===== src/rtl/ether_tx_framer_if.sv =====
// Signal bundle between the frame requester/payload source and the TX framer.
// Payload handshake: a beat transfers on a rising clk edge where axiiv && axiir;
// axiilast is only meaningful on such a beat. Frame output has no backpressure.
interface ether_tx_framer_if #(
  parameter int N = 2
);
  logic         start;
  logic [47:0]  dest_mac;
  logic [15:0]  ethertype;
  logic [47:0]  my_mac;
  logic         axiiv;
  logic [N-1:0] axiid;
  logic         axiilast;
  logic         axiir;
  logic         axiov;
  logic [N-1:0] axiod;
  logic         busy;
  logic         err;

  modport master (
    output start, dest_mac, ethertype, my_mac, axiiv, axiid, axiilast,
    input  axiir, axiov, axiod, busy, err
  );

  modport slave (
    input  start, dest_mac, ethertype, my_mac, axiiv, axiid, axiilast,
    output axiir, axiov, axiod, busy, err
  );
endinterface


===== src/rtl/ether_tx_framer.sv =====
// Ethernet TX framer: emits dest/src/type header, streams payload, pads to the
// minimum frame size and holds busy through the inter-frame gap.
module ether_tx_framer #(
  parameter int N                 = 2,
  parameter int MIN_PAYLOAD_BYTES = 46,
  parameter int MAX_PAYLOAD_BYTES = 1500,
  parameter int IFG_BITS          = 96
) (
  input  logic               clk,
  input  logic               rst,
  ether_tx_framer_if.slave   bus,
  output logic [2:0]         dbg_state
);

  localparam int BPB       = 8 / N;
  localparam int HDR_BEATS = 112 / N;
  localparam int MIN_BEATS = MIN_PAYLOAD_BYTES * 8 / N;
  localparam int MAX_BEATS = MAX_PAYLOAD_BYTES * 8 / N;
  localparam int GAP_CYC   = IFG_BITS / N;
  localparam int CW        = $clog2(MAX_BEATS + 1);
  localparam int HW        = $clog2(HDR_BEATS);
  localparam int GW        = $clog2(GAP_CYC + 1);

  typedef enum logic [2:0] {
    IDLE    = 3'd0,
    HEADER  = 3'd1,
    PAYLOAD = 3'd2,
    PAD     = 3'd3,
    GAP     = 3'd4
  } state_t;

  state_t          state;
  logic [111:0]    shreg;
  logic [HW-1:0]   hdr_cnt;
  logic [CW-1:0]   pay_cnt;
  logic [GW-1:0]   gap_cnt;

  logic [111:0]    hdr_word;
  logic            hdr_last;
  logic [CW-1:0]   pay_nxt;
  logic            pay_done;

  assign hdr_word  = {bus.dest_mac, bus.my_mac, bus.ethertype};
  assign hdr_last  = (state == HEADER) && (hdr_cnt == HW'(HDR_BEATS - 1));
  // Ready opens one cycle early so the first payload beat follows the header directly.
  assign bus.axiir = hdr_last || (state == PAYLOAD);
  assign pay_nxt   = pay_cnt + CW'(1);
  assign pay_done  = (pay_nxt >= CW'(MIN_BEATS)) && ((pay_nxt % CW'(BPB)) == '0);
  assign dbg_state = state;

  always_ff @(posedge clk) begin
    if (!rst) begin
      state     <= IDLE;
      shreg     <= '0;
      hdr_cnt   <= '0;
      pay_cnt   <= '0;
      gap_cnt   <= '0;
      bus.axiov <= 1'b0;
      bus.axiod <= '0;
      bus.busy  <= 1'b0;
      bus.err   <= 1'b0;
    end else begin
      bus.err <= 1'b0;
      case (state)
        IDLE: begin
          if (bus.start) begin
            shreg     <= hdr_word << N;
            hdr_cnt   <= '0;
            pay_cnt   <= '0;
            bus.axiov <= 1'b1;
            bus.axiod <= hdr_word[111 -: N];
            bus.busy  <= 1'b1;
            state     <= HEADER;
          end
        end
        HEADER: begin
          if (!hdr_last) begin
            bus.axiod <= shreg[111 -: N];
            shreg     <= shreg << N;
            hdr_cnt   <= hdr_cnt + HW'(1);
          end
        end
        PAYLOAD: begin
          state <= PAYLOAD;
        end
        PAD: begin
          bus.axiov <= 1'b1;
          bus.axiod <= '0;
          pay_cnt   <= pay_nxt;
          if (pay_done) begin
            state   <= GAP;
            gap_cnt <= '0;
          end
        end
        GAP: begin
          bus.axiov <= 1'b0;
          bus.axiod <= '0;
          if (gap_cnt == GW'(GAP_CYC)) begin
            bus.busy <= 1'b0;
            state    <= IDLE;
          end else begin
            gap_cnt <= gap_cnt + GW'(1);
          end
        end
        default: state <= IDLE;
      endcase

      // Payload acceptance; gap_cnt starts at 1 on abort because axiov is already low.
      if (bus.axiir) begin
        if (!bus.axiiv || (pay_cnt == CW'(MAX_BEATS))) begin
          bus.axiov <= 1'b0;
          bus.axiod <= '0;
          bus.err   <= 1'b1;
          state     <= GAP;
          gap_cnt   <= GW'(1);
        end else begin
          bus.axiov <= 1'b1;
          bus.axiod <= bus.axiid;
          pay_cnt   <= pay_nxt;
          if (bus.axiilast) begin
            state   <= pay_done ? GAP : PAD;
            gap_cnt <= '0;
          end else begin
            state   <= PAYLOAD;
          end
        end
      end
    end
  end

endmodule


===== src/flat_wrapper.sv =====
// flat-port wrapper written by rule: the top's interface ports become plain ports
module ether_tx_framer_flat 
#(
  parameter int N                 = 2,
  parameter int MIN_PAYLOAD_BYTES = 46,
  parameter int MAX_PAYLOAD_BYTES = 1500,
  parameter int IFG_BITS          = 96
)
  (clk, rst, dbg_state, bus_start, bus_dest_mac, bus_ethertype, bus_my_mac, bus_axiiv, bus_axiid, bus_axiilast, bus_axiir, bus_axiov, bus_axiod, bus_busy, bus_err);
  ether_tx_framer_if #(.N(N)) bus_i ();
  input  logic clk;
  input  logic rst;
  output logic [2:0] dbg_state;
  input wire logic [$bits(bus_i.start)-1:0] bus_start;
  input wire logic [$bits(bus_i.dest_mac)-1:0] bus_dest_mac;
  input wire logic [$bits(bus_i.ethertype)-1:0] bus_ethertype;
  input wire logic [$bits(bus_i.my_mac)-1:0] bus_my_mac;
  input wire logic [$bits(bus_i.axiiv)-1:0] bus_axiiv;
  input wire logic [$bits(bus_i.axiid)-1:0] bus_axiid;
  input wire logic [$bits(bus_i.axiilast)-1:0] bus_axiilast;
  output wire logic [$bits(bus_i.axiir)-1:0] bus_axiir;
  output wire logic [$bits(bus_i.axiov)-1:0] bus_axiov;
  output wire logic [$bits(bus_i.axiod)-1:0] bus_axiod;
  output wire logic [$bits(bus_i.busy)-1:0] bus_busy;
  output wire logic [$bits(bus_i.err)-1:0] bus_err;
  assign bus_i.start = bus_start;
  assign bus_i.dest_mac = bus_dest_mac;
  assign bus_i.ethertype = bus_ethertype;
  assign bus_i.my_mac = bus_my_mac;
  assign bus_i.axiiv = bus_axiiv;
  assign bus_i.axiid = bus_axiid;
  assign bus_i.axiilast = bus_axiilast;
  assign bus_axiir = bus_i.axiir;
  assign bus_axiov = bus_i.axiov;
  assign bus_axiod = bus_i.axiod;
  assign bus_busy = bus_i.busy;
  assign bus_err = bus_i.err;
  ether_tx_framer #(.N(N), .MIN_PAYLOAD_BYTES(MIN_PAYLOAD_BYTES), .MAX_PAYLOAD_BYTES(MAX_PAYLOAD_BYTES), .IFG_BITS(IFG_BITS)) u_core (.clk(clk), .rst(rst), .bus(bus_i), .dbg_state(dbg_state));
endmodule

===== config.mk =====
export PLATFORM = sky130hd
export DESIGN_NAME = ether_tx_framer_flat
export DESIGN_NICKNAME = d
export VERILOG_FILES = /design/src/rtl/ether_tx_framer_if.sv /design/src/rtl/ether_tx_framer.sv /design/src/flat_wrapper.sv
export SDC_FILE = /design/constraint.sdc
export NUM_CORES = 1
export LEC_CHECK = 0
export CAP_MARGIN = 30
export CORE_ASPECT_RATIO = 0.7
export CORE_MARGIN = 5
export CORE_UTILIZATION = 30
export DETAILED_ROUTE_END_ITERATION = 8
export DONT_BUFFER_PORTS = 1
export GPL_TIMING_DRIVEN = 0
export PLACE_DENSITY = 0.55
export SYNTH_ARGS = -nofsm -noshare
export SYNTH_HDL_FRONTEND = slang
export SYNTH_SLANG_ARGS = --single-unit

===== constraint.sdc =====
create_clock -name clk -period 2.3 [get_ports clk]
set_input_delay 0.115 -clock clk [delete_from_list [all_inputs] [get_ports clk]]
set_output_delay 0.115 -clock clk [all_outputs]
set_load 0.1 [all_outputs]

==> results.json, run 1 <==
{
  "drc": 0,
  "cellPowerDensity_nw_per_um2": 854,
  "met1Wirelength_mm": 10.5,
  "dp_slack_ps": -684,
  "ys_warn_count": 0,
  "grt_pass1_vias": 6071,
  "clk_latency_ps": 420,
  "wl_met3_mm": 1.27,
  "final_layout_size_suffix_gt1_frac": 0.141,
  "crit_path_end_kind": "flop",
  "grt_pass1_wl_mm": 32.7,
  "cts_buffers": 17,
  "wl_per_cell_um": 16.7,
  "endpoint": "u_core.pay_cnt[12]",
  "async_reset_ff_frac": 0,
  "ys_seq_area_frac": 0.414,
  "dr_total_vias": 6316,
  "wl_mm": 20.9,
  "rrSetupSlack_ps": 20,
  "syn_nets": 899,
  "nets": 1050,
  "clkPwrFrac": 0.322,
  "grt_overflow_total": 0,
  "synth_enable_flop_cells": 0,
  "cp.arrival_ps": 2640,
  "dp_cells": 1088,
  "outcome": "finished, final reports clean",
  "initial_core_util": 0.305,
  "cp_max_fo": 6,
  "min-delay-path-class": "primary input to flop",
  "reg2reg_depth": 9,
  "synth.avg_cell_area_um2": 8.94,
  "maxSlewViolCount": 0,
  "timing.fmax_mhz": 438,
  "post-dp-hpwl_mm": 14.0,
  "clockBufferDepth": 2,
  "drt_iter0_drc": 413,
  "area_growth_pct": 37.6,
  "ir_worst_vdd_uv": 523,
  "p_leak_nw": 3.50,
  "finalCriticalPeriod_ps": 2280,
  "synthDistinctLibCells": 66,
  "via_per_inst": 5.05,
  "grt_start_max_net_pins": 17,
  "worstMarginPinSlew_ps": 990,
  "startpoint": "u_core.dbg_state[0]",
  "synth_cells": 774,
  "p_switching_mw": 2.65,
  "antenna_found_initial": 1,
  "mappedNetlistArea_um2": 6920,
  "routabilityCongestion": 0.836,
  "cts.sinks": 143,
  "synthTopCellsByCount": "143 x dfxtp_1, 137 x nor2_1, 112 x a211oi_1, 110 x mux2i_1, 44 x clkbuf_1",
  "final_cell_count_no_fill": 1250,
  "cts_tree": "done",
  "fillers": 2273,
  "max_slew_margin": 0.339,
  "hold_viol": 0,
  "core_region_area_um2": 22700,
  "synthTopCellsByArea": "dfxtp_1 41%, mux2i_1 16%, a211oi_1 12%, nor2_1 7.4%, clkbuf_1 2.4%",
  "p_sw_frac": 0.326,
  "synth_ff_type": "dfxtp_1",
  "path_class": "flop to flop",
  "yosysTopAreaCell": "dfxtp_1",
  "regArea_um2": 2880,
  "grt_usage": 0.157,
  "rows": 46,
  "r2r_end": "u_core.pay_cnt[12]",
  "setup_viol": 0,
  "startpoint_type": "flop",
  "r2r_start": "u_core.dbg_state[0]",
  "dieHeight_um": 137,
  "highest_layer": "met4",
  "die_x_um": 192,
  "fin_skew_ps": 8.82,
  "seqPwrFrac": 0.404,
  "drt_pass1_iterations": 4,
  "portBuffers": 0,
  "multi_input_area_um2": 3890,
  "yosysMostFrequentCell": "dfxtp_1",
  "ys_seq_elements": 143,
  "cts_max_level": 4,
  "ios": 128,
  "root_buffer": "clkbuf_16",
  "clk_pin_slew_ps": 60,
  "dieArea_um2": 26200,
  "met2RoutedLength_mm": 9.00,
  "required_ps": 2660,
  "cap_viol_max_count": 0,
  "netlist.area_leader.share": 0.414,
  "antenna_left": 0,
  "combPwrFrac": 0.274,
  "rsz0062_at_grt": "yes",
  "p_int_mw": 5.48,
  "setup_ws_ps": 18.6,
  "finalCritPeriodShare": 0.992
}
## critical path: stages (launching register included)
cell and delay [ps]:
dfxtp_4 540, buf_6 160, nor3b_4 210, a32o_2 250, buf_12 210, a21oi_4 90, buf_6 130, nand2b_4 140
or3_4 370, a21oi_2 120
## metrics by stage
step	instance area (µm²)	power, mW	utilization	setup TNS, ps	hold slack, ps
4_1_cts	9220	8.15	0.407	0	0.0806
5_1_grt	9520	8.61	0.420	-327	6.95
3_3_place_gp	7320	5.20	0.323	-55330	246
6_report	9520	8.13	0.420	0	6.52
3_5_place_dp	7350	5.25	0.324	-60640	248
2_1_floorplan	6930	4.76	-	0	241
## flip-flops by register name (all words and copies together) (netlist names)
name and flops:
u_core.dbg_state 3, u_core.bus.axiod 2, u_core.bus.err 1, u_core.bus.axiov 1
u_core.gap_cnt 6, u_core.shreg 110, u_core.pay_cnt 13, u_core.bus.busy 1
u_core.hdr_cnt 6
## layout by cell type, fill, tap and decap left out, drive strengths merged, types with 9 or more instances in the layout
master	n
dlygate4sd3	114
nand4	9
a211oi	113
mux2i	110
a21oi	31
inv	10
nand2	22
dfxtp	143
buf	39
o21ai	21
nor2	137
clkbuf	70
nand3	15
## routing by layer
| metal | global-route usage | vias to the layer above |
|---|---|---|
| met2 | 0.226 | 144 |
| li1 | - | 3152 |
| met3 | 0.0497 | 11 |
| met5 | 0 | - |
| met4 | 0.0347 | 0 |
| met1 | 0.228 | 3009 |
## layout make-up
| type | instances | share of cell area |
|---|---|---|
| Timing Repair Buffer | 133 | 0.144 |
| Clock buffer | 24 | 0.0507 |
| Buffer | 67 | 0.0414 |
| Multi-Input combinational cell | 552 | 0.408 |
| Tap cell | 312 | 0.0410 |
| Antenna cell | 1 | 0.000263 |
| Sequential cell | 143 | 0.303 |
| Clock inverter | 7 | 0.00631 |
| Inverter | 11 | 0.00486 |
## cells by family (layout without fill, tap and decap cells)
group / after synthesis / in the layout / share of synthesized area
AO/OA/AOI/OAI: 201 / 202 / 0.208
XOR/XNOR: 6 / 6 / 0.00759
flip-flops: 143 / 143 / 0.414
other: 0 / 1 / 0
adder cells (fa/ha/maj): 6 / 6 / 0.0108
buffers and inverters: 80 / 242 / 0.0492
AND/OR/NAND/NOR: 228 / 228 / 0.152
multiplexers: 110 / 110 / 0.159
## repair_timing
item                                    CTS  global route
gates cloned                              2             0
hold endpoints to repair                121             0
pin swaps                                 2            16
buffers inserted                          3            11
hold buffers                            114             0
gates resized for setup                  59            43
endpoints found under the setup margin  130           123
## power groups by stage
stage | Combinational (mW) | Clock, mW | Sequential (mW)
after floorplan | 1.46 | 0 | 3.30
after global placement | 1.84 | 0 | 3.36
after detailed placement | 1.91 | 0 | 3.34
after CTS | 2.15 | 2.70 | 3.29
after global routing | 2.46 | 2.81 | 3.34
final | 2.23 | 2.62 | 3.28
## worst min-delay path by stage
stage                                start                  end  slack, ps  depth (start not counted)
after floorplan                        rst     u_core.bus.axiov        240                          2
after global placement                 rst     u_core.bus.axiov        250                          2
after detailed placement               rst     u_core.bus.axiov        250                          2
after CTS                     bus_axiilast  u_core.dbg_state[2]       0.08                          3
after global routing          bus_axiilast  u_core.dbg_state[2]          7                          3
final                     bus_dest_mac[20]     u_core.shreg[86]          7                          2
Power figures use the tool's default switching activity.
==> run 2: changes to the inputs <==
Settings changed: CORE_MARGIN 5 to unset.
==> results.json, run 2 (synthesis results as in run 1) <==
{
  "outcome": "finished, final reports clean",
  "antenna_left": 0,
  "critPathTopFamily": "compound AO/OA/AOI/OAI gates",
  "largestRegisters": "u_core.shreg x110, u_core.pay_cnt x13",
  "via_per_inst": 5.04,
  "required_ps": 2600,
  "grt_start_max_net_pins": 17,
  "cts_tree": "done",
  "dr_total_vias": 6305,
  "drt_iter0_drc": 331,
  "cts_max_level": 4,
  "final_common_cell": "dfxtp_1",
  "core_region_area_um2": 22600,
  "cp_num_buf_inv": 2,
  "diodes": 0,
  "setup_viol": 0,
  "top_register": "u_core.shreg",
  "grt_pass1_wl_mm": 31.6,
  "grt_pass1_vias": 5877,
  "worstMarginPinSlew_ps": 997,
  "dieHeight_um": 129,
  "cellPowerDensity_nw_per_um2": 904,
  "cp_max_fo": 6,
  "initial_core_util": 0.306,
  "drt_pass1_iterations": 5,
  "clockBufferDepth": 2,
  "largest_reg_flops": 110,
  "multi_input_area_um2": 3800,
  "timing.fmax_mhz": 437,
  "antenna_found_initial": 0,
  "startpoint_type": "flop",
  "cp.arrival_ps": 2580,
  "final_cell_count_no_fill": 1252,
  "cp_slowest_stage_delay_ps": 490,
  "finalCriticalPeriod_ps": 2290,
  "drc": 0,
  "max_slew_margin": 0.335,
  "routabilityCongestion": 0.792,
  "layout_common_cells": "138 x dfxtp_1, 136 x nor2_1, 114 x dlygate4sd3_1",
  "fin_skew_ps": 16.6,
  "maxSlewViolCount": 0,
  "path_cells": "inv_4 > ha_4 > or3b_1 > o41a_1 > a21oi_4 > buf_6 > o22ai_2 > a31oi_1 > nor2_1",
  "dp_cells": 1088,
  "cts_buffers": 17,
  "p_total_mw": 8.62,
  "fillers": 2249,
  "post-dp-hpwl_mm": 13.4,
  "path_class": "flop to flop",
  "dieArea_um2": 23700,
  "cts.sinks": 143,
  "ir_worst_vdd_uv": 490,
  "min-delay-path-class": "primary input to flop",
  "grt_overflow_total": 0,
  "wl_mm": 20.4,
  "critPathSlowestCell": "o41a_1",
  "root_buffer": "clkbuf_16",
  "cap_viol_max_count": 0,
  "portBuffers": 0,
  "final_core_util": 0.422,
  "ios": 128,
  "clk_latency_ps": 440,
  "nets": 1053,
  "clk_pin_slew_ps": 70,
  "p_leak_nw": 3.52,
  "crit_path_end_kind": "flop",
  "finalCritPeriodShare": 0.996,
  "regArea_um2": 2880,
  "grt_usage": 0.172,
  "rsz0062_at_grt": "yes",
  "rows": 46,
  "hold_viol": 0,
  "area_growth_pct": 37.8,
  "wl_per_cell_um": 16.3,
  "final_layout_size_suffix_gt1_frac": 0.134,
  "die_x_um": 184
}
==> run 2: changes by cell type in the layout (fill, tap and decap cells not counted), sizes merged <==
cell	delta
inv	+1
bufinv	+4
diode	-1
clkbuf	-3
buf	+5
clkinv	-5
clkinvlp	+2
bufbuf	-1
==> run 2: layout make-up <==
type | count | area share
multi-input combinational | 552 | 0.399
clock buffer | 22 | 0.0498
inverter | 11 | 0.00459
sequential | 143 | 0.302
tap | 312 | 0.0409
clock inverter | 9 | 0.0188
timing repair buffer | 136 | 0.142
buffer | 67 | 0.0428
==> run 2: routing by layer <==
| layer | track usage | part of all wire |
|---|---|---|
| met5 | 0 | 0 |
| met3 | 0.0523 | 0.055 |
| met2 | 0.242 | 0.43 |
| met4 | 0.0549 | 0.013 |
| met1 | 0.246 | 0.50 |
==> run 2: path summary, 6_finish.rpt <==
path,start,end,slack (ps),depth (start not counted)
worst max-delay path,u_core.pay_cnt[0],u_core.dbg_state[1],10,9
worst min-delay path,bus_dest_mac[40],u_core.shreg[106],7,2
worst max register to register,u_core.pay_cnt[0],u_core.dbg_state[1],10,9
worst min register to register,u_core.shreg[2],u_core.shreg[2],470,2
==> run 2: power breakdown <==
group          switching, mW  internal, mW
registers              0.347          2.94
clock network           1.09          2.02
logic                   1.24         0.988
total                   2.68          5.94
==> run 2: worst reg2reg max path, cell delays in order (launching register included) <==
cell and delay (ps):
dfxtp_4 380, inv_4 70, ha_4 110, or3b_1 330
o41a_1 490, a21oi_4 300, buf_6 170, o22ai_2 70
a31oi_1 160, nor2_1 60
==> run 2: repair_timing <==
action,in CTS,in global routing
pin swaps,3,9
hold endpoints to repair,121,0
hold buffers,114,0
gates resized for setup,60,31
cloned,1,3
endpoints found under the setup margin,124,119
setup buffers,5,10
==> run 2: per-stage QoR <==
stage / TNS (ps) / hold slack [ps] / worst slack [ps] / instance area [µm²]
finish: 0 / 6.51 / 10.2 / 9540
global route: -787 / 13.5 / -98.5 / 9540
CTS: 0 / 1.97 / 2.61 / 9310
detailed placement: -62210 / 249 / -688 / 7350
global placement: -56290 / 247 / -609 / 7320
floorplan: 0 / 241 / 0.612 / 6930
